## src/rtl/async_fifo_pkg.sv

```systemverilog
// -----------------------------------------------------------------------------
// async_fifo_pkg
// Shared definitions for the read- and write-side controllers of the
// asynchronous FIFO:
//   - default address/data widths
//   - output-buffer state encoding
//   - Gray/binary pointer conversion helpers
// The converters work on a fixed 32-bit container. Callers zero-extend
// narrower pointers into it and keep only the low bits of the result.
// Zero-extension leaves the low bits of both conversions unchanged.
// -----------------------------------------------------------------------------
package async_fifo_pkg;

  localparam int DEF_ADDRESS_WIDTH = 7;
  localparam int DEF_DATA_WIDTH    = 16;

  localparam int PTR_MAX_W = 32;
  typedef logic [PTR_MAX_W-1:0] ptr_max_t;

  // Encoding equals the number of buffered words, so count can be the state.
  typedef enum logic [1:0] {
    B0 = 2'd0,
    B1 = 2'd1,
    B2 = 2'd2
  } skid_state_e;

  function automatic ptr_max_t bin2gray(input ptr_max_t bin);
    return bin ^ (bin >> 1);
  endfunction

  function automatic ptr_max_t gray2bin(input ptr_max_t gray);
    ptr_max_t bin;
    bin[PTR_MAX_W-1] = gray[PTR_MAX_W-1];
    for (int i = PTR_MAX_W - 2; i >= 0; i--) begin
      bin[i] = bin[i+1] ^ gray[i];
    end
    return bin;
  endfunction

endpackage

```

## src/rtl/fifo_out_skid.sv

```systemverilog
// -----------------------------------------------------------------------------
// fifo_out_skid
// Two-entry output buffer between the RAM read port and the output stream.
// Words arrive through push, one cycle after the RAM read strobe. Words leave
// through pop. dout always shows the oldest buffered word.
//
// Ports
//   CLK_RD  in   read-domain clock, rising edge
//   RST_N   in   asynchronous active-low reset
//   push    in   din holds a word to store this cycle
//   pop     in   the word on dout is taken this cycle
//   din     in   incoming word (RAM read data)
//   valid   out  at least one word buffered (registered)
//   dout    out  oldest buffered word (registered)
//   count   out  number of buffered words, 0..2
//
// state | meaning
// ------+--------------------------------------------
// B0    | empty, valid low
// B1    | one word, held in dout
// B2    | two words, oldest in dout, newer in slot1
//
// The caller never pushes into B2 without a pop in the same cycle.
// -----------------------------------------------------------------------------
module fifo_out_skid
  import async_fifo_pkg::*;
#(
  parameter int DATA_WIDTH = DEF_DATA_WIDTH
) (
  input  logic                  CLK_RD,
  input  logic                  RST_N,
  input  logic                  push,
  input  logic                  pop,
  input  logic [DATA_WIDTH-1:0] din,
  output logic                  valid,
  output logic [DATA_WIDTH-1:0] dout,
  output logic [1:0]            count
);

  skid_state_e           state;
  logic [DATA_WIDTH-1:0] slot1;

  always_ff @(posedge CLK_RD or negedge RST_N) begin
    if (!RST_N) begin
      state <= B0;
      valid <= 1'b0;
      dout  <= '0;
      slot1 <= '0;
    end else begin
      case (state)
        B0: begin
          if (push) begin
            state <= B1;
            valid <= 1'b1;
            dout  <= din;
          end
        end
        B1: begin
          if (push && pop) begin
            dout <= din;
          end else if (push) begin
            state <= B2;
            slot1 <= din;
          end else if (pop) begin
            state <= B0;
            valid <= 1'b0;
          end
        end
        B2: begin
          if (pop) begin
            dout <= slot1;
            if (push) begin
              slot1 <= din;
            end else begin
              state <= B1;
            end
          end
        end
        default: begin
          state <= B0;
          valid <= 1'b0;
        end
      endcase
    end
  end

  assign count = state;

endmodule

```

## src/rtl/fifo_rd_ctrl.sv

```systemverilog
// -----------------------------------------------------------------------------
// fifo_rd_ctrl
// Read-side controller of an asynchronous FIFO. It does four things:
//   - compares the synchronized write pointer with the read pointer;
//   - issues RAM reads to keep the two-entry output buffer full;
//   - presents the buffered words as a valid/ready stream;
//   - exports the read pointer in Gray code to the write domain.
//
// Ports
//   CLK_RD            in   read-domain clock, rising edge
//   RST_N             in   asynchronous active-low reset
//   WR_PTR_GRAY_SYNC  in   write pointer, Gray, already synchronized
//   RD_PTR_GRAY       out  read pointer, Gray, registered
//   RAM_RD_EN         out  RAM read strobe
//   RAM_ADDR_RD       out  RAM read address
//   RAM_Q             in   RAM read data, valid the cycle after RAM_RD_EN
//   M_VALID/M_READY   out/in  output stream handshake
//   M_DATA            out  oldest buffered word
//   EMPTY             out  nothing stored, in flight or buffered
//   RD_LEVEL          out  readable word count
// -----------------------------------------------------------------------------
module fifo_rd_ctrl
  import async_fifo_pkg::*;
#(
  parameter int ADDRESS_WIDTH = DEF_ADDRESS_WIDTH,
  parameter int DATA_WIDTH    = DEF_DATA_WIDTH
) (
  input  logic                     CLK_RD,
  input  logic                     RST_N,
  input  logic [ADDRESS_WIDTH:0]   WR_PTR_GRAY_SYNC,
  output logic [ADDRESS_WIDTH:0]   RD_PTR_GRAY,
  output logic                     RAM_RD_EN,
  output logic [ADDRESS_WIDTH-1:0] RAM_ADDR_RD,
  input  logic [DATA_WIDTH-1:0]    RAM_Q,
  output logic                     M_VALID,
  input  logic                     M_READY,
  output logic [DATA_WIDTH-1:0]    M_DATA,
  output logic                     EMPTY,
  output logic [ADDRESS_WIDTH+1:0] RD_LEVEL
);

  localparam int PW = ADDRESS_WIDTH + 1;
  localparam int LW = ADDRESS_WIDTH + 2;

  logic [PW-1:0] rd_ptr_gray_q;
  logic [PW-1:0] rd_bin;
  logic [PW-1:0] rd_bin_nxt;
  logic [PW-1:0] rd_gray_nxt;
  logic [PW-1:0] wr_bin;
  logic [PW-1:0] ram_words;

  // High bits of the 32-bit conversion container, always zero here.
  logic [PTR_MAX_W-PW-1:0] unused_wr_hi;
  logic [PTR_MAX_W-PW-1:0] unused_rd_hi;
  logic [PTR_MAX_W-PW-1:0] unused_nxt_hi;

  logic       inflight;
  logic       rd_active;
  logic       ram_empty;
  logic       rd_en;
  logic       push;
  logic       pop;
  logic [1:0] count;
  logic [2:0] occupancy;

  assign {unused_wr_hi, wr_bin}       = gray2bin(ptr_max_t'(WR_PTR_GRAY_SYNC));
  assign {unused_rd_hi, rd_bin}       = gray2bin(ptr_max_t'(rd_ptr_gray_q));
  assign rd_bin_nxt                   = rd_bin + PW'(1);
  assign {unused_nxt_hi, rd_gray_nxt} = bin2gray(ptr_max_t'(rd_bin_nxt));

  assign ram_empty = (wr_bin == rd_bin);
  assign ram_words = wr_bin - rd_bin;

  assign pop  = M_VALID && M_READY;
  assign push = inflight;

  // Buffer words after this cycle, ignoring the read we may issue now.
  // The result never exceeds 2, so a read never overfills the buffer.
  assign occupancy = 3'(count) + 3'(inflight) - 3'(pop);

  // rd_active is low in reset and until the first edge after release.
  // This keeps the strobe quiet while the pointers are still settling.
  assign rd_en = rd_active && !ram_empty && (occupancy < 3'd2);

  always_ff @(posedge CLK_RD or negedge RST_N) begin
    if (!RST_N) begin
      rd_ptr_gray_q <= '0;
      inflight      <= 1'b0;
      rd_active     <= 1'b0;
    end else begin
      rd_active <= 1'b1;
      inflight  <= rd_en;
      if (rd_en) begin
        rd_ptr_gray_q <= rd_gray_nxt;
      end
    end
  end

  fifo_out_skid #(
    .DATA_WIDTH (DATA_WIDTH)
  ) u_skid (
    .CLK_RD (CLK_RD),
    .RST_N  (RST_N),
    .push   (push),
    .pop    (pop),
    .din    (RAM_Q),
    .valid  (M_VALID),
    .dout   (M_DATA),
    .count  (count)
  );

  assign RAM_RD_EN   = rd_en;
  assign RAM_ADDR_RD = rd_bin[ADDRESS_WIDTH-1:0];
  assign RD_PTR_GRAY = rd_ptr_gray_q;

  // Status reads as idle during reset, even if the write pointer is nonzero.
  assign EMPTY    = !rd_active || (ram_empty && !inflight && (count == 2'd0));
  assign RD_LEVEL = rd_active ? (LW'(ram_words) + LW'(inflight) + LW'(count)) : '0;

endmodule

```

## config.mk

```make
export PLATFORM = sky130hd
export DESIGN_NAME = fifo_rd_ctrl
export DESIGN_NICKNAME = d
export VERILOG_FILES = /design/src/rtl/async_fifo_pkg.sv /design/src/rtl/fifo_out_skid.sv /design/src/rtl/fifo_rd_ctrl.sv
export SDC_FILE = /design/constraint.sdc
export NUM_CORES = 1
export LEC_CHECK = 0
export BUFFER_PORTS_ARGS = -buffer_cell sky130_fd_sc_hd__buf_4
export CAP_MARGIN = 20
export CORE_UTILIZATION = 55
export DETAILED_ROUTE_END_ITERATION = 8
export PLACE_DENSITY = 0.82
export SETUP_SLACK_MARGIN = 0.05
export SLEW_MARGIN = 20
export SYNTH_ARGS = -nofsm -noshare
export SYNTH_HDL_FRONTEND = slang
export SYNTH_SLANG_ARGS = --single-unit
export TNS_END_PERCENT = 100
```

## constraint.sdc

```tcl
create_clock -name CLK_RD -period 7.6 [get_ports CLK_RD]
set_input_delay 0.38 -clock CLK_RD [delete_from_list [all_inputs] [get_ports CLK_RD]]
set_output_delay 0.38 -clock CLK_RD [all_outputs]
set_load 0.01 [all_outputs]
```

# Yosys cells after proc, flatten, opt, wreduce, memory -nomap -nowiden
# Cells that the tools add are included.
dict set report word_totals {
  ff_bits 45
  output_inout_bits 43
  in_bits 27
}
dict set report op_classes {
  bitwise 16
  muxes 21
  n_reduce_logical 17
  n_addsub 6
  eq_ne 11
  magnitude_cmp 1
}
# operator n
set op_table {}
lappend op_table {{$mux W16} 6}
lappend op_table {{$pmux W16 S3} 1}
lappend op_table {{$pmux W16 S2} 1}
lappend op_table {{$xor A1 B1 Y1} 14}
lappend op_table {{$mux W2} 6}
lappend op_table {{$ne A2 B2 Y1 const B} 6}
lappend op_table {{$reduce_and A5 Y1} 2}
lappend op_table {{$add A8 B1 Y9} 1}
lappend op_table {{$add A9 B2 Y9} 1}
lappend op_table {{$mux W9} 1}
lappend op_table {{$add A8 B1 Y8 const B} 1}
lappend op_table {{$eq A8 B8 Y1} 1}
lappend op_table {{$sub A8 B8 Y8} 1}
lappend op_table {{$xor A8 B7 Y8} 1}
lappend op_table {{$logic_and A1 B1 Y1} 6}
lappend op_table {{$pmux W2 S3} 1}
lappend op_table {{$mux W1} 4}
lappend op_table {{$reduce_and A4 Y1} 1}
lappend op_table {{$add A2 B1 Y3} 1}
lappend op_table {{$logic_not A1 Y1} 3}
lappend op_table {{$lt A3 B2 Y1 const B} 1}
lappend op_table {{$ne A3 B3 Y1 const B} 1}
lappend op_table {{$pmux W1 S3} 1}
lappend op_table {{$reduce_and A3 Y1} 1}
lappend op_table {{9 further kinds} 9}

# Logic depth before layout (Yosys ltp)
dict set report logic_depth {
  word_depth 11
  depth_mapped 23
}

# Cells and area by module
# A second synthesis with hierarchy kept.
dict set report unflattened {
  cells_unflattened 266
  hier_area_um2 3075.4
}
# mod area_each_um2 n_inst cells_each seq_area_each_um2
set modules_own_cells {}
lappend modules_own_cells {fifo_out_skid 1724.2 1 104 875.8}
lappend modules_own_cells {fifo_rd_ctrl 1351.3 1 162 250.2}

# Worst setup path before layout
# OpenSTA, ideal clock, no wires.
dict set report synth_timing {
  path_type {reg-to-output}
  startpoint {register rd_ptr_gray_q[7], in the netlist RD_PTR_GRAY[7]}
  endpoint {output RD_LEVEL[7]}
  path_slack_ns 1.865
  arrival_time_ns 5.355
  path_stages_with_launch 24
  required_ns 7.220
  cell_sequence {dfrtp_1 -> xnor2_1 -> inv_1 -> ha_1 -> inv_1 -> ha_1 -> inv_1 -> ha_1 -> inv_1 -> ha_1 -> inv_1 -> ha_1 -> inv_1 -> ha_1 -> inv_1 -> ha_1 -> fa_1 -> inv_1 -> ha_1 -> a21oi_1 -> nor2b_1 -> nand3_1 -> or4_1 -> a21oi_1}
}
dict set report synth_via {
  elab_chain_len 11
}
# element line_no
set synth_lines {}
lappend synth_lines {{start, declared} fifo_rd_ctrl.sv:45} ;# logic [PW-1:0] rd_ptr_gray_q;
lappend synth_lines {{start signal, assigned} fifo_rd_ctrl.sv:94} ;# rd_ptr_gray_q <= rd_gray_nxt;
lappend synth_lines {{$xor A1 B1 Y1} async_fifo_pkg.sv:35} ;# bin[i] = bin[i+1] ^ gray[i];
lappend synth_lines {{named net RAM_ADDR_RD[6]} fifo_rd_ctrl.sv:33} ;# output logic [ADDRESS_WIDTH-1:0] RAM_ADDR_RD,
lappend synth_lines {{$xor A1 B1 Y1} async_fifo_pkg.sv:35}
lappend synth_lines {{named net RAM_ADDR_RD[5]} fifo_rd_ctrl.sv:33}
lappend synth_lines {{$xor A1 B1 Y1} async_fifo_pkg.sv:35}
lappend synth_lines {{named net RAM_ADDR_RD[4]} fifo_rd_ctrl.sv:33}
lappend synth_lines {{$xor A1 B1 Y1} async_fifo_pkg.sv:35}
lappend synth_lines {{named net RAM_ADDR_RD[3]} fifo_rd_ctrl.sv:33}
lappend synth_lines {{(+1 left out)} --}
lappend synth_lines {{named net RAM_ADDR_RD[2]} fifo_rd_ctrl.sv:33}
lappend synth_lines {{$xor A1 B1 Y1} async_fifo_pkg.sv:35}
lappend synth_lines {{named net RAM_ADDR_RD[1]} fifo_rd_ctrl.sv:33}
lappend synth_lines {{$xor A1 B1 Y1} async_fifo_pkg.sv:35}
lappend synth_lines {{named net RAM_ADDR_RD[0]} fifo_rd_ctrl.sv:33}
lappend synth_lines {{$sub A8 B8 Y8} fifo_rd_ctrl.sv:72} ;# assign ram_words = wr_bin - rd_bin;
lappend synth_lines {{$add A8 B1 Y9} fifo_rd_ctrl.sv:118} ;# assign RD_LEVEL = rd_active ? (LW'(ram_words) + LW'(inflight) + LW'(count)) : '0;
lappend synth_lines {{$add A9 B2 Y9} fifo_rd_ctrl.sv:118}
lappend synth_lines {{$mux W9} fifo_rd_ctrl.sv:118}
lappend synth_lines {{end, declared} fifo_rd_ctrl.sv:39} ;# output logic [ADDRESS_WIDTH+1:0] RD_LEVEL
# The timed path passes the listed nets, and every way through them passes these cells.

# Final worst setup path
dict set report layout_timing {
  startpoint {register rd_ptr_gray_q[7], in the netlist RD_PTR_GRAY[7]}
  endpoint {output RD_LEVEL[7]}
}
dict set report layout_via {
  elab_chain_len 11
}
# element line_no
set layout_lines {}
lappend layout_lines {{$xor A1 B1 Y1 (7 in a row)} async_fifo_pkg.sv:35}
lappend layout_lines {{$sub A8 B8 Y8 (*)} fifo_rd_ctrl.sv:72}
lappend layout_lines {{$add A8 B1 Y9 (*)} fifo_rd_ctrl.sv:118}
lappend layout_lines {{$add A9 B2 Y9 (*)} fifo_rd_ctrl.sv:118}
lappend layout_lines {{$mux W9 (*)} fifo_rd_ctrl.sv:118}
# Mark *: on every way between the ends. The rest lies on a longest branch, timed or not.

==> out/metrics.yaml <==
hold_viol_final: 0
cts_resized: 0
run_status: "finished, final reports clean"
finalSetupViolCount: 0
layout_common_cells: "69 x buf_4, 45 x dfrtp_1, 36 x nand2_1, 28 x o21ai_0, 26 x inv_1"
period_share: 0.818
fillers: 378
yosysTopAreaCellShare: 0.394
path_max_fanout: 5
crit_path_top_delay_cell: "or4_1"
htreeDepth: 2
drcViolationCount: 0
grt_max_degree: 46
grt_pass1_wl_um: 9520
hp-class: "in2async"
area_delta_synth_final_pct: 24.0
async_flop_share: 1.00
drive_gt1_frac: 0.281
syn_inst: 293
maxCapViolations: 0
synth_area_leaders: "dfrtp_1 39%, ha_1 6.6%, mux2_2 6.3%"
avgSynthCellArea_um2: 9.75
relSlewSlack: 0.269
maxSlewViolCount: 0
dr_total_vias: 2303
period_minus_slack_ns: 6.22
cts_sinks: 45
yosys.area.top_type: "dfrtp_1"
via_per_inst: 5.39
drt_iter0_drc: 101
clock.fmax_ghz: 0.161
wire_per_inst_um: 13.9
clkSlewWorstSetupHoldPaths_ns: 0.08
port_buffers: 69
yosysUniqueCellTypes: 36
fin_skew_ns: 0.00623
hold_buffers: 0
synth_edf_count: 0
grtUsageTotal: 0.230
core-area_um2: 4850
clock_path_buffers: 2
die_area_um2: 5490
synthesis.yosys.warnings: 0
fp.dieW_um: 74.1
start_kind: "register"
rows: 25
final_common_cell: "buf_4"
hpwl_um: 4520
timing.reg2reg.setup_slack_ns: 2.63
synth_area_um2: 2860
synthesis.nets: 339
cts_tree: "yes"
cts_setup_buffers: 0
seq_area_um2: 1130
multi_input_area_um2: 1600
first_global_vias: 2096
path_class: "reg2out"
rsz0062_at_grt: "false"
antenna_cells: 0
cts-root-buf: "clkbuf_8"
antenna_found_initial: 0
clk_latency_ns: 0.30
end_kind: "output pin"
num-nets-final: 405
yosysSeqAreaShare: 0.394
crit_chain: "xnor2_1, inv_1, ha_1, inv_1, ha_1, inv_1, ha_1, inv_1, ha_1, inv_1, ha_1, inv_1, ha_1, inv_1, ha_1, fa_1, nand2b_1, a21oi_1, and4_1, a2111oi_2, or4_1, a21oi_1, buf_4"
cts-buffers-inserted: 5
synth_ff_type: "dfrtp_1"
cp.arrival_ns: 5.84
gp_congestion: 0.890
ant_nets: 0
wl_um: 5920
tns_ns: 0
first_pass_iters: 4
grt.overflow.total: 0
io_pins: 70
die_y_um: 74.1
ys_ff_latch: 45
worstPathRequired_ns: 7.22
initial_utilization: 0.589
worstMarginPinSlew_ns: 1.09
slowest_delay_ns: 0.53
[metal layers]
layer / GRT usage / wire length, um / vias up
met5: 0 / 0 / -
met4: 0.0769 / 104 / 0
met3: 0.0379 / 263 / 15
met2: 0.382 / 2950 / 63
met1: 0.307 / 2600 / 1108
li1: - / - / 1117
[cells in the mapped netlist (6+ instances only)]
cell type	instances
mux2_2	16
mux2i_1	17
inv_1	26
nand3_1	6
ha_1	15
clkbuf_1	6
nor2_1	16
dfrtp_1	45
nand2_1	36
a21oi_1	11
xor2_1	10
xnor2_1	15
o21ai_0	28
[through the flow]
step | instances | hold slack (ns) | instance area (um^2) | util | setup slack [ns]
after floorplan | 293 | 0.0844 | 2860 | - | 1.86
after global placement | 419 | 0.413 | 3420 | 0.706 | 2.00
after detailed placement | 419 | 0.412 | 3420 | 0.706 | 1.76
after CTS | 427 | 0.0902 | 3530 | 0.729 | 1.38
after global routing | 427 | 0.114 | 3540 | 0.730 | 0.996
final | 427 | 0.0708 | 3540 | 0.730 | 1.38
[sequential cells by signal (all words and copies together) (netlist names), named ones only]
name,cells
inflight,1
u_skid.valid,1
u_skid.slot1,16
RD_PTR_GRAY,7
u_skid.dout,16
rd_active,1
u_skid.count,2
[worst max-delay path: cells and delay by family (launching register included)]
kind                     cells  cell delay, ns
XOR/XNOR                     1            0.34
adder cells (fa/ha/maj)      8            2.46
AO/OA/AOI/OAI                3            0.58
flip-flops                   1            0.46
buffers and inverters        8            0.72
AND/OR/NAND/NOR              3            0.99
[cells by family (layout without fill, tap and decap cells)]
group,after synthesis,after routing,share of synthesized area
buf+inv,36,103,0.0491
fa+ha+maj,19,19,0.0937
compound gates,51,51,0.106
simple gates,78,78,0.125
flops,45,45,0.394
xor+xnor,30,30,0.108
mux,33,33,0.123
other cells,1,1,0.00131
[final cells by class]
type                            instances  area share
Clock buffer                            6      0.0205
Clock inverter                          2      0.0110
Inverter                               26      0.0276
Multi-Input combinational cell        212       0.453
Sequential cell                        45       0.318
Tap cell                               67      0.0237
Timing Repair Buffer                   69       0.146
[worst paths after layout]
kind / start / end / cells after the start
hold reg to reg: u_skid.dout[10]$_DFFE_PN0P_ / u_skid.dout[10]$_DFFE_PN0P_ / 2
setup / recovery: RD_PTR_GRAY[7]$_DFFE_PN0P_ / RD_LEVEL[7] / 23
max in group asynchronous: RST_N / rd_active$_DFF_PN0_ / 1
hold / removal: RST_N / RD_PTR_GRAY[7]$_DFFE_PN0P_ / 1
setup reg to reg: RD_PTR_GRAY[7]$_DFFE_PN0P_ / RD_PTR_GRAY[7]$_DFFE_PN0P_ / 20
min in group CLK_RD: RAM_Q[0] / u_skid.slot1[0]$_DFFE_PN0P_ / 2
Power is not shown: default switching activity piles up to over one toggle a cycle in this logic, so the estimate is an artifact.
